**src/rtl/id_issue_pkg.sv**
```systemverilog
// Shared defaults and entry layout for the decode-to-execute issue queue.
// Widths here match the default DATA_W/REG_AW of id_issue_queue.
package id_issue_pkg;

  localparam int DATA_W_DEF = 64;
  localparam int REG_AW_DEF = 4;
  localparam int DEPTH_DEF  = 2;

  typedef struct packed {
    logic [DATA_W_DEF-1:0] payload;
    logic [REG_AW_DEF-1:0] src1;
    logic [REG_AW_DEF-1:0] src2;
    logic                  two_src;
    logic                  ign;
    logic                  wb_en;
    logic [REG_AW_DEF-1:0] dest;
  } entry_t;

endpackage

```
**src/rtl/id_hazard_check.sv**
```systemverilog
// Head-entry RAW hazard comparator against EXE/MEM destinations.
// FWD_EN=1: only an EXE-stage load stalls; otherwise any EXE/MEM writer.
module id_hazard_check #(
  parameter int REG_AW = 4,
  parameter int FWD_EN = 0
) (
  input  logic [REG_AW-1:0] src1_i,
  input  logic [REG_AW-1:0] src2_i,
  input  logic              two_src_i,
  input  logic              ign_i,
  input  logic              exe_wb_en_i,
  input  logic              exe_mem_r_en_i,
  input  logic [REG_AW-1:0] exe_dest_i,
  input  logic              mem_wb_en_i,
  input  logic [REG_AW-1:0] mem_dest_i,
  output logic              hazard_o
);

  logic exe_hit;
  logic mem_hit;
  logic fwd_hz;
  logic nofwd_hz;

  always_comb begin
    exe_hit  = (src1_i == exe_dest_i) ||
               (two_src_i && (src2_i == exe_dest_i));
    mem_hit  = (src1_i == mem_dest_i) ||
               (two_src_i && (src2_i == mem_dest_i));
    fwd_hz   = exe_wb_en_i && exe_mem_r_en_i && exe_hit;
    nofwd_hz = (exe_wb_en_i && exe_hit) ||
               (mem_wb_en_i && mem_hit);
    hazard_o = !ign_i && ((FWD_EN != 0) ? fwd_hz : nofwd_hz);
  end

endmodule

```
**src/rtl/id_issue_queue.sv**
```systemverilog
// Circular issue buffer between decode and execute with head hazard check.
// Ports: in_* decode side, out_* execute side, exe_/mem_* hazard sources.
module id_issue_queue
  import id_issue_pkg::*;
#(
  parameter int DATA_W = DATA_W_DEF,
  parameter int REG_AW = REG_AW_DEF,
  parameter int DEPTH  = DEPTH_DEF,
  parameter int FWD_EN = 0
) (
  input  logic                   clk,
  input  logic                   rst,
  input  logic                   flush,
  input  logic                   freeze,
  input  logic                   in_valid,
  output logic                   in_ready,
  input  logic [DATA_W-1:0]      in_payload,
  input  logic [REG_AW-1:0]      in_src1,
  input  logic [REG_AW-1:0]      in_src2,
  input  logic                   in_two_src,
  input  logic                   in_ignore_hazard,
  input  logic                   in_wb_en,
  input  logic [REG_AW-1:0]      in_dest,
  input  logic                   exe_wb_en,
  input  logic                   exe_mem_r_en,
  input  logic [REG_AW-1:0]      exe_dest,
  input  logic                   mem_wb_en,
  input  logic [REG_AW-1:0]      mem_dest,
  output logic                   out_valid,
  input  logic                   out_ready,
  output logic [DATA_W-1:0]      out_payload,
  output logic                   out_wb_en,
  output logic [REG_AW-1:0]      out_dest,
  output logic                   hazard_stall,
  output logic [$clog2(DEPTH):0] count
);

  localparam int PW = $clog2(DEPTH);
  localparam int CW = PW + 1;

  typedef struct packed {
    logic [DATA_W-1:0] payload;
    logic [REG_AW-1:0] src1;
    logic [REG_AW-1:0] src2;
    logic              two_src;
    logic              ign;
    logic              wb_en;
    logic [REG_AW-1:0] dest;
  } ent_t;

  ent_t          mem_q [DEPTH];
  ent_t          wr_ent;
  ent_t          head;
  logic [PW-1:0] wp_q, wp_d;
  logic [PW-1:0] rp_q, rp_d;
  logic [CW-1:0] cnt_q, cnt_d;
  logic          enq;
  logic          deq;
  logic          hazard;
  logic          nonempty;

  assign head     = mem_q[rp_q];
  assign nonempty = (cnt_q != '0);

  always_comb begin
    wr_ent         = '0;
    wr_ent.payload = in_payload;
    wr_ent.src1    = in_src1;
    wr_ent.src2    = in_src2;
    wr_ent.two_src = in_two_src;
    wr_ent.ign     = in_ignore_hazard;
    wr_ent.wb_en   = in_wb_en;
    wr_ent.dest    = in_dest;
  end

  id_hazard_check #(
    .REG_AW (REG_AW),
    .FWD_EN (FWD_EN)
  ) u_hz (
    .src1_i         (head.src1),
    .src2_i         (head.src2),
    .two_src_i      (head.two_src),
    .ign_i          (head.ign),
    .exe_wb_en_i    (exe_wb_en),
    .exe_mem_r_en_i (exe_mem_r_en),
    .exe_dest_i     (exe_dest),
    .mem_wb_en_i    (mem_wb_en),
    .mem_dest_i     (mem_dest),
    .hazard_o       (hazard)
  );

  // in_ready looks only at state and side controls, never at out_ready.
  assign in_ready = (cnt_q < CW'(DEPTH)) && !freeze && !flush;
  assign out_valid = nonempty && !hazard && !freeze && !flush;
  assign hazard_stall = nonempty && hazard;

  assign enq = in_valid && in_ready;
  assign deq = out_valid && out_ready;

  assign out_payload = head.payload;
  assign out_wb_en   = head.wb_en;
  assign out_dest    = head.dest;
  assign count       = cnt_q;

  always_comb begin
    wp_d  = wp_q;
    rp_d  = rp_q;
    cnt_d = cnt_q;
    if (flush) begin
      wp_d  = '0;
      rp_d  = '0;
      cnt_d = '0;
    end else begin
      if (enq) wp_d = wp_q + PW'(1);
      if (deq) rp_d = rp_q + PW'(1);
      unique case ({enq, deq})
        2'b10:   cnt_d = cnt_q + CW'(1);
        2'b01:   cnt_d = cnt_q - CW'(1);
        default: cnt_d = cnt_q;
      endcase
    end
  end

  always_ff @(posedge clk or negedge rst) begin
    if (!rst) begin
      wp_q  <= '0;
      rp_q  <= '0;
      cnt_q <= '0;
    end else begin
      wp_q  <= wp_d;
      rp_q  <= rp_d;
      cnt_q <= cnt_d;
    end
  end

  always_ff @(posedge clk or negedge rst) begin
    if (!rst) begin
      for (int i = 0; i < DEPTH; i++) mem_q[i] <= '0;
    end else if (enq) begin
      mem_q[wp_q] <= wr_ent;
    end
  end

endmodule
```
**config.mk**
```make
export PLATFORM = sky130hd
export DESIGN_NAME = id_issue_queue
export DESIGN_NICKNAME = d
export VERILOG_FILES = /design/src/rtl/id_issue_pkg.sv /design/src/rtl/id_hazard_check.sv /design/src/rtl/id_issue_queue.sv
export SDC_FILE = /design/constraint.sdc
export NUM_CORES = 1
export LEC_CHECK = 0
export ABC_AREA = 0
export CAP_MARGIN = 0
export CELL_PAD_IN_SITES_DETAIL_PLACEMENT = 1
export CELL_PAD_IN_SITES_GLOBAL_PLACEMENT = 2
export CORE_MARGIN = 1
export CORE_UTILIZATION = 35
export DETAILED_ROUTE_END_ITERATION = 10
export PLACE_DENSITY_LB_ADDON = 0.1
export SETUP_SLACK_MARGIN = 0.15
export SYNTH_ARGS = -nofsm -noshare
export SYNTH_HDL_FRONTEND = slang
export SYNTH_SLANG_ARGS = --single-unit
```
**constraint.sdc**
```tcl
create_clock -name clk -period 2.1 [get_ports clk]
set_input_delay 0.525 -clock clk [delete_from_list [all_inputs] [get_ports clk]]
set_output_delay 0.525 -clock clk [all_outputs]
set_load 0.02 [all_outputs]
```
# [Word level (Yosys, flattened, before mapping)]
# Cells that the tools add are included.
[classes] n_lt_le_gt_ge=4 bitwise=2 n_reduce_logical=25 muxes=12 addsub=4 n_eq_ne=6
[ops] cell="79-bit 2-to-1 mux" n=4
[ops] cell="158-bit bitwise mux" n=1
[ops] cell="79-bit demux with 1-bit select" n=1
[ops] cell="4-bit equality test" n=4
[ops] cell="1-bit logical AND" n=14
[ops] cell="2-bit nonzero test" n=3
[ops] cell="2-bit >= comparator (second input constant)" n=2
[ops] cell="1-bit logical NOT" n=4
[ops] cell="1-bit 2-to-1 mux" n=4
[ops] cell="1-bit NOT with 2-bit output" n=2
[ops] cell="2-bit case mux with 2 select lines" n=1
[ops] cell="1-bit logical OR" n=3
[ops] cell="3-bit nonzero test" n=1
[ops] cell="1-bit adder (second input constant)" n=2
[ops] cell="2-bit by 1-bit adder with 2-bit output (second input constant)" n=1
[ops] cell="2-bit by 1-bit equality test with 1-bit output (second input constant)" n=1
[ops] cell="2-bit equality test (second input constant)" n=1
[ops] cell="2-bit by 1-bit less-than comparator with 1-bit output (second input constant)" n=1
[ops] cell="2-bit less-than comparator (second input constant)" n=1
[ops] cell="2-bit 2-to-1 mux" n=1
[ops] cell="2-bit by 1-bit subtractor with 2-bit output (second input constant)" n=1
[totals] register_bits=162 word_cells=70

# [Logic depth before layout (Yosys ltp)]
# Gate-level depths: netlist (run 1).
[depth] depth_word=18 depth_mapped=7

# [Cells and area by module]
# Synthesis (run 1) repeated with hierarchy kept, for this count alone.
[hier_totals] cells_unflattened=543 hier_area_um2=7759.9
[by_module_without_submodules] module="id_issue_queue" cells_per_inst=518 seq_area_each_um2=4053.9 n_inst=1 area_per_inst_um2=7566.0
[by_module_without_submodules] module="id_hazard_check" cells_per_inst=25 seq_area_each_um2=0.0 n_inst=1 area_per_inst_um2=193.9

# [Worst setup path before layout (run 1)]
# OpenSTA, ideal clock, no wires.
[synth_path] kind="reg2out" startpoint="register rp_q" endpoint="output port hazard_stall" required_ns=1.575 path_buffers=1 path_slack_ns=-0.089 path_stages_with_launch=7 arrival_time_ns=1.664 path_cell_list="dfrtp_1 > buf_6 > mux2i_2 > xnor2_1 > nor4_2 > o211ai_1 > a21oi_1"
[synth_between] elab_chain_cells=11 elab_cells_between_ends=18 classes_between="eq/ne: 4; mux: 3; bitwise: 1; reduce/logical: 10"
[synth_rtl] element="start, declared" line="id_issue_queue.sv:55" rtl="logic [PW-1:0] rp_q, rp_d;"
[synth_rtl] element="start signal, assigned" line="id_issue_queue.sv:131" rtl="rp_q <= rp_d;"
[synth_rtl] element="1-bit NOT with 2-bit output (not written as such) *" line="id_issue_queue.sv:62" rtl="assign head = mem_q[rp_q];"
[synth_rtl] element="79-bit 2-to-1 mux (not written as such) * (3 in series)" line="id_issue_queue.sv:62"
[synth_rtl] element="4-bit equality test, on equally long branches" line="id_hazard_check.sv:26, id_hazard_check.sv:28"
[synth_rtl] element="1-bit logical AND, on equally long branches" line="id_hazard_check.sv:26, id_hazard_check.sv:28"
[synth_rtl] element="1-bit logical OR, on equally long branches" line="id_hazard_check.sv:25, id_hazard_check.sv:27"
[synth_rtl] element="1-bit logical AND, on equally long branches" line="id_hazard_check.sv:30, id_hazard_check.sv:31"
[synth_rtl] element="1-bit logical OR" line="id_hazard_check.sv:30" rtl="nofwd_hz = (exe_wb_en_i && exe_hit) ||"
[synth_rtl] element="1-bit logical AND *" line="id_hazard_check.sv:32" rtl="hazard_o = !ign_i && ((FWD_EN != 0) ? fwd_hz : nofwd_hz);"
[synth_rtl] element="1-bit logical AND *" line="id_issue_queue.sv:95" rtl="assign hazard_stall = nonempty && hazard;"
[synth_rtl] element="end, declared" line="id_issue_queue.sv:34" rtl="output logic hazard_stall,"
# Mark *: on every way between the ends. The rest lies on a longest branch, timed or not. The select of a mux whose other input is x is not followed.

# [Worst setup path after layout (run 1)]
[layout_path] startpoint="register rp_q" endpoint="output port out_valid"
[layout_between] elab_chain_cells=14 elab_cells_between_ends=21 classes_between="eq/ne: 4; mux: 3; bitwise: 1; reduce/logical: 13"
[layout_rtl] element="1-bit NOT with 2-bit output (not written as such) *" line="id_issue_queue.sv:62"
[layout_rtl] element="79-bit 2-to-1 mux (not written as such) * (3 in series)" line="id_issue_queue.sv:62"
[layout_rtl] element="4-bit equality test, on equally long branches" line="id_hazard_check.sv:26, id_hazard_check.sv:28"
[layout_rtl] element="1-bit logical AND, on equally long branches" line="id_hazard_check.sv:26, id_hazard_check.sv:28"
[layout_rtl] element="1-bit logical OR, on equally long branches" line="id_hazard_check.sv:25, id_hazard_check.sv:27"
[layout_rtl] element="1-bit logical AND, on equally long branches" line="id_hazard_check.sv:30, id_hazard_check.sv:31"
[layout_rtl] element="1-bit logical OR" line="id_hazard_check.sv:30"
[layout_rtl] element="1-bit logical AND *" line="id_hazard_check.sv:32"
[layout_rtl] element="1-bit logical NOT *" line="id_issue_queue.sv:94" rtl="assign out_valid = nonempty && !hazard && !freeze && !flush;"
[layout_rtl] element="1-bit logical AND * (3 in series)" line="id_issue_queue.sv:94"
[layout_rtl] element="end, declared" line="id_issue_queue.sv:29" rtl="output logic out_valid,"
# Marked as above.

==> impl_metrics.ini, run 1 <==
[logic_synthesis]
synth_edf_count = 0
seq_area_frac_synth_pct = 55.9
synthTopCellsByArea = dfrtp_1 56%, mux2_1 25%, mux2_2 11%, xnor2_1 2.2%, mux2i_1 1.1%
yosysMostFrequentCell = dfrtp_1
synth_top_area_share_pct = 55.9
synth_ff_type = dfrtp_1
synth.area.mux_share_pct = 37.0
synth_top_area_cell = dfrtp_1
synth_compound_area_share_pct = 0.743
synth_top_family_by_area = multiplexers
synth_area_um2 = 7250
yosys_warnings = 0
syn_nets = 569
synthTopCellsByCount = 162 x dfrtp_1, 158 x mux2_1, 69 x mux2_2
ys_types = 30
synth_xor_area_share_pct = 2.30
synthAdderAreaFrac_pct = 0
synthSimpleGateAreaFrac_pct = 1.92
netlist_instances = 473
async_flop_share_pct = 100
ys_ff_latch = 162
postSynthAreaPerCell_um2 = 15.3

[critical_path]
startpoint_type = flop
critical_path_class = flop to primary output
worstPathMaxFanout = 5
cp_cell_sequence = buf_12 > mux2i_4 > xnor2_2 > nor4_2 > o211ai_1 > and3_4 > buf_6
cp_slowest_stage_delay_ns = 0.52
slowest_stage = dfrtp_4
end_kind = primary output
worstPathRequired_ns = 1.57
crit_arrival_ns = 2.29

[global_route]
global_route.overflow_total = 0
grt_antenna_before_repair = 0
grt_max_degree = 54
grt_pass1_vias = 5396
grtUsageTotal_pct = 18.0
grt_first_pass_wirelength_um = 29700

[placed_design]
routabilityCongestion = 0.834
hpwl_um = 12200
port_buffers = 168
pre_cts_ws_ns = -1.15
dpl-instance-area_um2 = 9810

[route]
first_pass_iters = 4
drt_wl_total_um = 19900
ant_nets = 0
vias = 4798
routedWlPerCell_um = 19.9
drt-initial-drc-count = 103
drc = 0
vias_per_cell = 4.80

[clock_network]
clk_path_buf_depth = 2
cts_tree = yes
cts_htree_levels = 4
cts_root_buffer = clkbuf_16
clk_pin_slew_ns = 0.07
cts_sinks = 162
cts_hold_buf = 0
cts_buffers = 17
worstSkewPairLatency_ns = 0.43

[floorplan]
coreArea_um2 = 20200
fp-row-count = 52
ioPinCount = 170
die_h_um = 146
die_x_um = 146
initial_core_util_pct = 35.8
dieArea_um2 = 21300

[final_layout]
n_antenna_cell = 0
syn_to_final_growth_pct = 55.3
drive_gt1_share_pct = 46.3
final_nets = 813
nFillCells = 1902
final_area_um2 = 11300
utilization_pct = 55.6

[sta]
timing_hold_violations_final = 0
finalCritPeriodShare_pct = 134
max_freq_mhz = 356
fin_ws_ns = -0.711
final.setup.tns_ns = -33.53
setup_viol = 74
finalMaxSlewViolations = 0
period_minus_slack_ns = 2.81
fin_skew_ns = 0.00606
grt_setup_unrepaired = true
tightest_slew_ns = 0.521
slew_headroom_pct = 65.2

[pwr]
p_leak_nw = 5.04
vdd_drop_max_mv = 0.562
power_density_nw_per_um2 = 961

[outcome]
violations = negative setup slack
outcome = finished, violations left

[job]
cap_violations = 0

[hold_path]
hp-class = primary input to async pin
[cell families after synthesis]
family,count (synthesis)
compound gates,7
simple gates,20
mux,238
xor+xnor,19
buf+inv,27
flops,162
[layer usage]
metal  routed length (um)  track usage (%)
met5                    0                0
met4                  196             6.16
met3                  926             5.20
met2                10300             30.5
met1                 8430             22.0
[timing repair]
| action | in CTS | in global routing |
|---|---|---|
| pin swaps | 4 | 4 |
| gates cloned | 0 | 11 |
| setup endpoints to repair | 225 | 235 |
| gates resized for setup | 175 | 295 |
| setup buffers | 6 | 29 |
[path summary, 6_finish.rpt]
check	cells past startpoint	endpoint	from	slack, ns
worst min register to register	1	mem_q[105]$_DFFE_PN0P_	mem_q[105]$_DFFE_PN0P_	0.48
max in group asynchronous	2	mem_q[115]$_DFFE_PN0P_	rst	1.41
worst max-delay path	7	out_valid	rp_q$_DFFE_PN0P_	-0.71
worst max register to register	9	rp_q$_DFFE_PN0P_	rp_q$_DFFE_PN0P_	-0.18
min in group clk	1	mem_q[105]$_DFFE_PN0P_	mem_q[105]$_DFFE_PN0P_	0.48
worst min-delay path	1	mem_q[23]$_DFFE_PN0P_	rst	0.05
[layout make-up]
| class | instances | area (um2) | share of cell area, % |
|---|---|---|---|
| clock buffers | 20 | 457 | 4.06 |
| clock inverters | 12 | 121 | 1.08 |
| multi-input cells | 284 | 3400 | 30.3 |
| flip-flops and latches | 162 | 4060 | 36.1 |
| well taps | 270 | 338 | 3.00 |
| repair buffers | 252 | 2880 | 25.6 |
[power breakdown]
group	internal, W	total (W)	switching (W)
Sequential	0.00392	0.00438	0.000460
Clock	0.00172	0.00304	0.00132
Combinational	0.00203	0.00339	0.00136
[flip-flops by register name (all words and copies together) (netlist names)]
name,cells
count,2
mem_q,158
rp_q,1
wp_q,1
[layout by cell type (no fill, tap or decap), types with 2 or more instances in the layout]
cell type | Yosys | routed
nor4_2 | 2 | 4
buf_4 | 9 | 40
mux2_2 | 69 | 62
clkbuf_8 | 0 | 2
o211ai_1 | 2 | 2
mux2i_1 | 8 | 5
xnor2_1 | 18 | 17
a32oi_1 | 3 | 3
buf_16 | 0 | 2
buf_12 | 0 | 21
nand2b_1 | 3 | 3
buf_6 | 1 | 83
dlymetal6s2s_1 | 0 | 4
clkdlybuf4s50_1 | 0 | 91
clkinvlp_4 | 0 | 3
mux2i_4 | 0 | 5
inv_6 | 0 | 5
dfrtp_1 | 162 | 161
buf_8 | 0 | 3
mux2_1 | 158 | 95
mux2_4 | 0 | 70
nor2_1 | 2 | 2
clkbuf_16 | 0 | 23
[critical path: cells and delay by family, from the launching register on]
| kind | cells | cell delay, ns |
|---|---|---|
| simple gates | 2 | 0.52 |
| buf+inv | 2 | 0.28 |
| mux | 1 | 0.20 |
| flops | 1 | 0.52 |
| xor+xnor | 1 | 0.15 |
| compound gates | 1 | 0.20 |
[metrics by stage]
step | hold slack [ns] | power [W] | instances
2_1_floorplan | 0.229 | 0.00611 | 473
3_3_place_gp | 0.463 | 0.00734 | 922
3_5_place_dp | 0.475 | 0.00748 | 922
4_1_cts | 0.0604 | 0.0105 | 960
5_1_grt | 0.0650 | 0.0114 | 1000
6_report | 0.0538 | 0.0108 | 1000
Note: power is estimated with default switching activity, not from simulation.
==> run 2: changes to the inputs <==
--- a/config.mk
+++ b/config.mk
@@ -10,10 +10,11 @@
 export CELL_PAD_IN_SITES_DETAIL_PLACEMENT = 1
 export CELL_PAD_IN_SITES_GLOBAL_PLACEMENT = 2
 export CORE_MARGIN = 1
-export CORE_UTILIZATION = 35
+export CORE_UTILIZATION = 37
 export DETAILED_ROUTE_END_ITERATION = 10
 export PLACE_DENSITY_LB_ADDON = 0.1
 export SETUP_SLACK_MARGIN = 0.15
+export SLEW_MARGIN = 0
 export SYNTH_ARGS = -nofsm -noshare
 export SYNTH_HDL_FRONTEND = slang
 export SYNTH_SLANG_ARGS = --single-unit
==> constraint.sdc (replaced) <==
create_clock -name clk -period 3.6 [get_ports clk]
set_input_delay 0.9 -clock clk [delete_from_list [all_inputs] [get_ports clk]]
set_output_delay 0.9 -clock clk [all_outputs]
set_load 0.02 [all_outputs]
==> run 2 against run 1 <==
Effect of this change: critical path depth decreased by 4; highest routed layer unchanged; critical path type unchanged; the run now ends clean; utilization down 3.7 points; global-route usage is 0.059 points lower; routed wire length fell by 16%; via count decreased by 6.7%; worst setup slack improved by 0.91 ns; clock skew increased by 0.0026 ns; clock power fell by 41%.
==> impl_metrics.ini, run 2 (synthesis results as in run 1) <==
[sta]
tightest_slew_ns = 0.565
hold-worst-slack_ns = 0.427
fin_skew_ns = 0.00869
fin_ws_ns = 0.203
timing_hold_violations_final = 0
grt_setup_unrepaired = true
finalCritPeriodShare_pct = 94.4
finalMaxSlewViolations = 0
setup_viol = 0
max_freq_mhz = 294
slew_headroom_pct = 62.3
period_minus_slack_ns = 3.40

[critical_path]
slowest_stage = dfrtp_4
setup.worst_path.start = rp_q$_DFFE_PN0P_
crit_arrival_ns = 2.50
worstPathRequired_ns = 2.70
r2r_start = rp_q$_DFFE_PN0P_
r2r_setup_slack_ns = 1.31
path_depth = 3
reg2regPathDepth = 8
critical_path_class = flop to primary output
crit_family = buffers and inverters
path_buf_inv = 2
cp_slowest_stage_delay_ns = 0.58
worstPathMaxFanout = 35
startpoint_type = flop
cp_cell_sequence = buf_4 > mux2_2 > clkdlybuf4s50_1
end_kind = primary output

[route]
vias = 4476
ant_nets = 0
drt-initial-drc-count = 141
drt_wl_total_um = 16700
drc = 0
first_pass_iters = 5
vias_per_cell = 4.87
routedWlPerCell_um = 18.1

[clock_network]
cts_buffers = 17
clk_path_buf_depth = 2
cts_sinks = 162
cts_hold_buf = 0
clk_pin_slew_ns = 0.06
cts_tree = yes
worstSkewPairLatency_ns = 0.42
cts_htree_levels = 4
cts_root_buffer = clkbuf_16

[final_layout]
drive_gt1_share_pct = 19.0
final_nets = 743
fin_cells = 919
final_common_cell = clkdlybuf4s50_1
largest_reg_flops = 158
mostFrequentLayoutCells = 163 x clkdlybuf4s50_1, 161 x dfrtp_1, 158 x mux2_1
regMostFlops = mem_q
n_antenna_cell = 0
syn_to_final_growth_pct = 35.8
utilization_pct = 51.9
final_area_um2 = 9840

[floorplan]
coreArea_um2 = 19000
die_h_um = 142
dieArea_um2 = 20100
ioPinCount = 170
fp-row-count = 50
die_x_um = 142
initial_core_util_pct = 38.2

[hold_path]
hp-class = primary input to async pin

[placed_design]
pre_cts_ws_ns = -0.288
routabilityCongestion = 0.763
dpl-instance-area_um2 = 9250
place_inst = 887
port_buffers = 168
hpwl_um = 11400

[job]
cap_violations = 0

[pwr]
vdd_drop_max_mv = 0.325
power_density_nw_per_um2 = 600
p_leak_nw = 4.14

[global_route]
grt_antenna_before_repair = 0
grtUsageTotal_pct = 18.0
global_route.overflow_total = 0
grt_max_degree = 79
grt_pass1_vias = 5252
grt_first_pass_wirelength_um = 27700

[outcome]
outcome = completed
==> run 2: final timing paths <==
path,endpoint
min in group clk,mem_q[80]$_DFFE_PN0P_
max in group asynchronous,rp_q$_DFFE_PN0P_
worst max register to register,count[0]$_DFFE_PN0P_
worst max-delay path,out_payload[58]
worst min-delay path,mem_q[16]$_DFFE_PN0P_
worst min register to register,mem_q[80]$_DFFE_PN0P_
==> run 2: routing by layer <==
metal	vias to the layer above	global-route usage (%)	wire length, um
li1	2035	-	-
met1	2314	21.1	7010
met2	113	31.0	8360
met3	14	6.46	1160
met4	0	4.98	150
met5	-	0	0
==> run 2: power breakdown <==
part | internal (W) | switching, W | total (W)
logic | 0.000895 | 0.000697 | 0.00159
clock network | 0.00106 | 0.000737 | 0.00179
registers | 0.00229 | 0.000231 | 0.00252
==> run 2: timing repair <==
| item | 4_1_cts | 5_1_grt |
|---|---|---|
| resized for setup | 7 | 2 |
| gates cloned | 0 | 0 |
| endpoints found under the setup margin | 2 | 68 |
| pin swaps | 1 | 2 |
| buffers inserted | 0 | 1 |
==> run 2: area by class of cell <==
cell class,instances,area [um2]
fill,1859,9110
timing repair buffer,182,1820
multi-input combinational,284,3050
sequential,162,4060
tap,260,325
clock inverter,11,130
clock buffer,20,457
==> run 2: metrics by stage <==
step | power, W | TNS [ns]
floorplan | 0.00341 | 0
global placement | 0.00407 | -0.362
detailed placement | 0.00417 | -0.466
CTS | 0.00599 | 0
global route | 0.00624 | 0
finish | 0.00591 | 0
